<file path="config.mk">
export PLATFORM = sky130hd
export DESIGN_NAME = ccff_chain_loader
export DESIGN_NICKNAME = d
export VERILOG_FILES = /design/src/rtl/ccff_chain_loader.sv
export SDC_FILE = /design/constraint.sdc
export NUM_CORES = 1
export LEC_CHECK = 0
export ABC_AREA = 1
export CAP_MARGIN = 20
export CORE_ASPECT_RATIO = 0.6
export CORE_MARGIN = 3
export CORE_UTILIZATION = 45
export CTS_CLUSTER_DIAMETER = 80
export DETAILED_ROUTE_END_ITERATION = 10
export HOLD_SLACK_MARGIN = 0.06
export PLACE_DENSITY = 0.63
export SETUP_SLACK_MARGIN = 0.1
export SLEW_MARGIN = 20
export SYNTH_ARGS = -nofsm -noshare
export SYNTH_HDL_FRONTEND = slang
export SYNTH_SLANG_ARGS = --single-unit
</file>
<file path="constraint.sdc">
create_clock -name prog_clk -period 6.85 [get_ports prog_clk]
set_clock_uncertainty 0.2 [all_clocks]
set_input_delay 2.055 -clock prog_clk [delete_from_list [all_inputs] [get_ports prog_clk]]
set_output_delay 2.055 -clock prog_clk [all_outputs]
set_load 0.02 [all_outputs]
</file>
<file path="src/rtl/ccff_chain_loader.sv">
// Serial loader for the fabric configuration flip-flop chain: streams bitstream
// words MSB-first into ccff_head, then recirculates the chain once to CRC-check it.
module ccff_chain_loader #(
  parameter int unsigned CHAIN_LEN = 1024,
  parameter int unsigned WORD_W    = 8
) (
  input  logic              prog_clk,
  input  logic              pReset,
  input  logic              start,
  input  logic [WORD_W-1:0] bs_data,
  input  logic              bs_valid,
  output logic              bs_ready,
  output logic              ccff_head,
  input  logic              ccff_tail,
  output logic              ccff_shift_en,
  output logic              config_enable,
  output logic              busy,
  output logic              done,
  output logic              crc_err
);

  localparam int unsigned   CW   = $clog2(CHAIN_LEN + 1);
  localparam int unsigned   BW   = $clog2(WORD_W + 1);
  localparam logic [CW-1:0] LAST = CW'(CHAIN_LEN);

  typedef enum logic [2:0] {IDLE, LOAD, VERIFY, DONE, ERR} state_t;

  state_t            state;
  logic [CW-1:0]     bit_cnt;
  logic [CW-1:0]     req_left;
  logic [WORD_W-1:0] buf_q;
  logic [BW-1:0]     buf_left;
  logic [15:0]       load_crc;
  logic [15:0]       rb_crc;
  logic              bit_avail;
  logic              xfer;
  logic [BW-1:0]     take;

  // CRC-16-CCITT (0x1021), one bit per call, MSB-first
  function automatic logic [15:0] crc_step(input logic [15:0] crc, input logic b);
    crc_step = {crc[14:0], 1'b0} ^ ((crc[15] ^ b) ? 16'h1021 : 16'h0000);
  endfunction

  // A new word is taken while the last buffered bit drains, so a steady source
  // never leaves a bubble; take counts only the bits the chain still needs.
  always_comb begin
    bit_avail = (buf_left != '0);
    bs_ready  = (state == LOAD) && (buf_left <= BW'(1)) && (req_left != '0);
    xfer      = bs_ready && bs_valid;
    take      = (32'(req_left) >= WORD_W) ? BW'(WORD_W) : BW'(req_left);
  end

  always_ff @(posedge prog_clk or posedge pReset) begin
    if (pReset) begin
      state         <= IDLE;
      bit_cnt       <= '0;
      req_left      <= '0;
      buf_q         <= '0;
      buf_left      <= '0;
      load_crc      <= '1;
      rb_crc        <= '1;
      ccff_head     <= 1'b0;
      ccff_shift_en <= 1'b0;
      config_enable <= 1'b0;
      busy          <= 1'b0;
      done          <= 1'b0;
      crc_err       <= 1'b0;
    end else begin
      ccff_shift_en <= 1'b0;
      case (state)
        IDLE, DONE, ERR: begin
          if (start) begin
            state         <= LOAD;
            bit_cnt       <= '0;
            req_left      <= LAST;
            buf_left      <= '0;
            load_crc      <= '1;
            rb_crc        <= '1;
            config_enable <= 1'b1;
            busy          <= 1'b1;
            done          <= 1'b0;
            crc_err       <= 1'b0;
          end
        end
        LOAD: begin
          if (bit_avail) begin
            ccff_head     <= buf_q[WORD_W-1];
            ccff_shift_en <= 1'b1;
            bit_cnt       <= bit_cnt + CW'(1);
            load_crc      <= crc_step(load_crc, buf_q[WORD_W-1]);
            buf_q         <= buf_q << 1;
            buf_left      <= buf_left - BW'(1);
          end
          if (xfer) begin
            buf_q    <= bs_data;
            buf_left <= take;
            req_left <= req_left - CW'(take);
          end
          if (bit_cnt == LAST) begin
            state   <= VERIFY;
            bit_cnt <= '0;
          end
        end
        VERIFY: begin
          // Chain shifts on the opposite phase, so the tail seen here is the
          // bit leaving the chain; feeding it back to head restores the chain.
          if (bit_cnt == LAST) begin
            state         <= (rb_crc == load_crc) ? DONE : ERR;
            done          <= (rb_crc == load_crc);
            crc_err       <= (rb_crc != load_crc);
            config_enable <= 1'b0;
            busy          <= 1'b0;
            bit_cnt       <= '0;
          end else begin
            ccff_head     <= ccff_tail;
            ccff_shift_en <= 1'b1;
            rb_crc        <= crc_step(rb_crc, ccff_tail);
            bit_cnt       <= bit_cnt + CW'(1);
          end
        end
        default: state <= IDLE;
      endcase
    end
  end

endmodule

</file>
==> impl_metrics.yaml <==
outcome:
  status: "finished clean"
place:
  gp_congestion: 0.868
  io_buffers: 19
  hpwl_um: 6240
  placed_area_mm2: 0.00418
  pre_cts_slack_ps: 2670
timing:
  slew_headroom_pct: 42.5
  tns_ps: 0
  slew_viol_final: 0
  worst_slack_ps: 2470
  tightest_slew_ps: 861
  fmax_mhz: 228
  fin_crit_ps: 4380
  final-setup-viol-count: 0
  hold_violations: 0
  whs_ps: 291
  rsz0062_at_grt: "no"
  min_period_over_period_pct: 64.0
min_path:
  min_path_type: "reg2reg"
  whs_path_depth: 2
clocking:
  ctsLongestPathBuffers: 2
  clock_latency_ps: 330
  htreeDepth: 3
  clkSinkCount: 74
  tritoncts: "yes"
  cts.clk_slew.worst_paths_ps: 60
  numCtsBuffers: 9
  post_cts_buffers: 0
  ctsHoldBuffers: 0
  post_cts_resized: 0
  cts_root_buf: "clkbuf_16"
floorplan:
  initial_utilization_pct: 48.3
  rows: 25
  fp.coreArea_mm2: 0.00820
  io_pins: 20
  design.die.area_mm2: 0.0100
  fp.dieH_um: 78.7
  die_w_um: 127
critical_path:
  critPathKind: "reg2out"
  endpoint_kind: "output pin"
  crit_fanout: 17
  cp.required_ps: 4600
  cp_cell_sequence: "inv_1 -> nand3_2 -> nor2_2 -> nand2_1 -> inv_1 -> clkdlybuf4s50_1"
  reg2regPathDepth: 9
  crit_top_cell: "inv_1"
  slowest_stage: "clkdlybuf4s50_1"
  cpPeakStageDelay_ps: 590
  cp.arrival_ps: 2130
  crit_path_start_kind: "flip-flop"
global_route:
  grt_usage_pct: 19.1
  grt_pass1_wl_um: 15000
  use_met3_pct: 4.83
  overflow: 0
  grt_max_degree: 40
  antenna_found_initial: 0
  grt_use_met1_pct: 29.8
  grt-busiest-layer: "met1"
  met2_usage_pct: 25.6
  grt_pass1_vias: 2986
yosys:
  avgSynthCellArea_um2: 8.06
  synthDistinctLibCells: 35
  ys_seq_area_share_pct: 47.8
  syn-cell-area_mm2: 0.00396
  yosysWarningCount: 0
  synth_area_leader_cell: "dfrtp_1"
  synth_fp_nets: 509
  synthCells: 491
  synth-seq-cells: 74
  yosysTopAreaCellShare_pct: 26.5
  synth_area_leaders: "dfrtp_1 (27%), dfstp_2 (21%), nand2_1 (8.2%)"
flow_run:
  drv_cap: 0
power:
  p_clk_share_pct: 24.2
  p_leak_nw: 2.01
  p_int_w: 0.00127
  ir_worst_vdd_v: 0.000188
  p_sw_w: 0.000902
  comb_power_share_pct: 41.9
  power.density_mw_per_mm2: 481
  seq_power_share_pct: 34.0
  switching_share_pct: 41.5
routing:
  via_per_inst: 5.13
  ant_nets: 0
  routedWlPerCell_um: 14.0
  drt_pass1_iterations: 5
  via_count: 3164
  initialDrtViolationCount: 207
  remaining_drc_errors: 0
  drt_wl_total_um: 8630
cells_and_area:
  finish.utilization_pct: 55.2
  n_antenna_cell: 0
  final_area_mm2: 0.00452
  final_nets: 522
  drive_gt1_share_pct: 14.3
  area_delta_synth_final_pct: 14.2
[cell usage after synthesis]
| cell type | n |
|---|---|
| a21oi_1 | 17 |
| o211ai_1 | 3 |
| or3_1 | 1 |
| dfrtp_1 | 42 |
| nor2_4 | 1 |
| nand3b_1 | 1 |
| a31oi_1 | 13 |
| nor2_1 | 81 |
| inv_2 | 5 |
| buf_6 | 3 |
| ha_1 | 5 |
| and2_0 | 1 |
| nand2_1 | 87 |
| dfstp_2 | 32 |
| nor3_1 | 15 |
| nand3_2 | 2 |
| nand3_1 | 23 |
| a22oi_1 | 1 |
| nor3_2 | 1 |
| buf_2 | 12 |
| conb_1 | 1 |
| nand2_4 | 1 |
| nand4_1 | 12 |
| o21ai_0 | 31 |
| o21ai_1 | 7 |
| nor2_2 | 5 |
| xnor2_1 | 16 |
| nand2_2 | 6 |
| inv_1 | 46 |
| clkbuf_1 | 2 |
| buf_4 | 1 |
| xor2_1 | 11 |
| or2_2 | 1 |
| o22ai_1 | 4 |
| o21ai_2 | 1 |
[power by group through the flow]
stage,clock network [W],registers [W],logic (W)
2_1_floorplan,0,0.000723,0.000725
3_3_place_gp,0,0.000739,0.000886
3_5_place_dp,0,0.000742,0.000905
4_1_cts,0.000535,0.000737,0.000908
5_1_grt,0.000554,0.000759,0.00105
6_report,0.000525,0.000739,0.000911
[worst max-delay path: cells and delay by family, from the launching register on]
family | cells | cell delay [ps]
simple gates | 3 | 670
flops | 1 | 390
buf+inv | 3 | 730
[final timing paths]
path	slack [ps]	to	from
max in group asynchronous	3490	rb_crc[14]	pReset
setup reg to reg	4080	bit_cnt[9]	bit_cnt[0]
min in group asynchronous	1970	req_left[0]	pReset
hold / removal	290	busy	busy
hold reg to reg	290	busy	busy
setup / recovery	2470	bs_ready	state[1]
[layout make-up]
type | instances | area [um^2]
clock buffers | 12 | 267
clock inverters | 4 | 72.6
fillers | 747 | 3670
inverters | 51 | 191
multi-input cells | 348 | 1770
flip-flops and latches | 74 | 1890
well taps | 108 | 135
repair buffers | 20 | 198
[flip-flops by register name (all words and copies together) (netlist names), 3 cells and up]
signal / count
load_crc: 16
buf_left: 4
buf_q: 8
bit_cnt: 11
req_left: 11
rb_crc: 16
state: 3
[cells in the final DEF (no fill, tap or decap), drive strengths merged]
cell type      count
dfrtp             42
buf                1
nand3             25
inv               51
xor2              11
ha                 5
o22ai              4
and2               1
o21ai             39
a21oi             17
nor3              16
clkbuf            12
nand2             94
or2                1
nand4             12
bufinv             2
o211ai             3
nand3b             1
clkdlybuf4s50     19
a31oi             13
clkinv             1
conb               1
dfstp             32
or3                1
a22oi              1
nor2              87
clkinvlp           1
xnor2             16
[routing by layer]
layer,wire length (um),up-vias,share of wire (%)
met5,0,-,0
met2,3300,82,38
met3,521,12,6.0
li1,-,1621,-
met4,106,0,1.2
met1,4700,1449,54
[cells by family after synthesis]
family	after synthesis	synth area share, %
other	1	0.0947
AO/OA/AOI/OAI	77	10.6
flip-flops	74	47.8
AND/OR/NAND/NOR	238	26.4
XOR/XNOR	27	5.97
adder cells (fa/ha/maj)	5	1.58
buffers and inverters	69	7.59
[through the flow]
| step | total power [W] | std cells |
|---|---|---|
| floorplan | 0.00145 | 491 |
| global placement | 0.00163 | 601 |
| CTS | 0.00218 | 617 |
| finish | 0.00217 | 617 |
| global route | 0.00236 | 617 |
| detailed placement | 0.00165 | 601 |
Note: power is estimated with default switching activity, not from simulation.
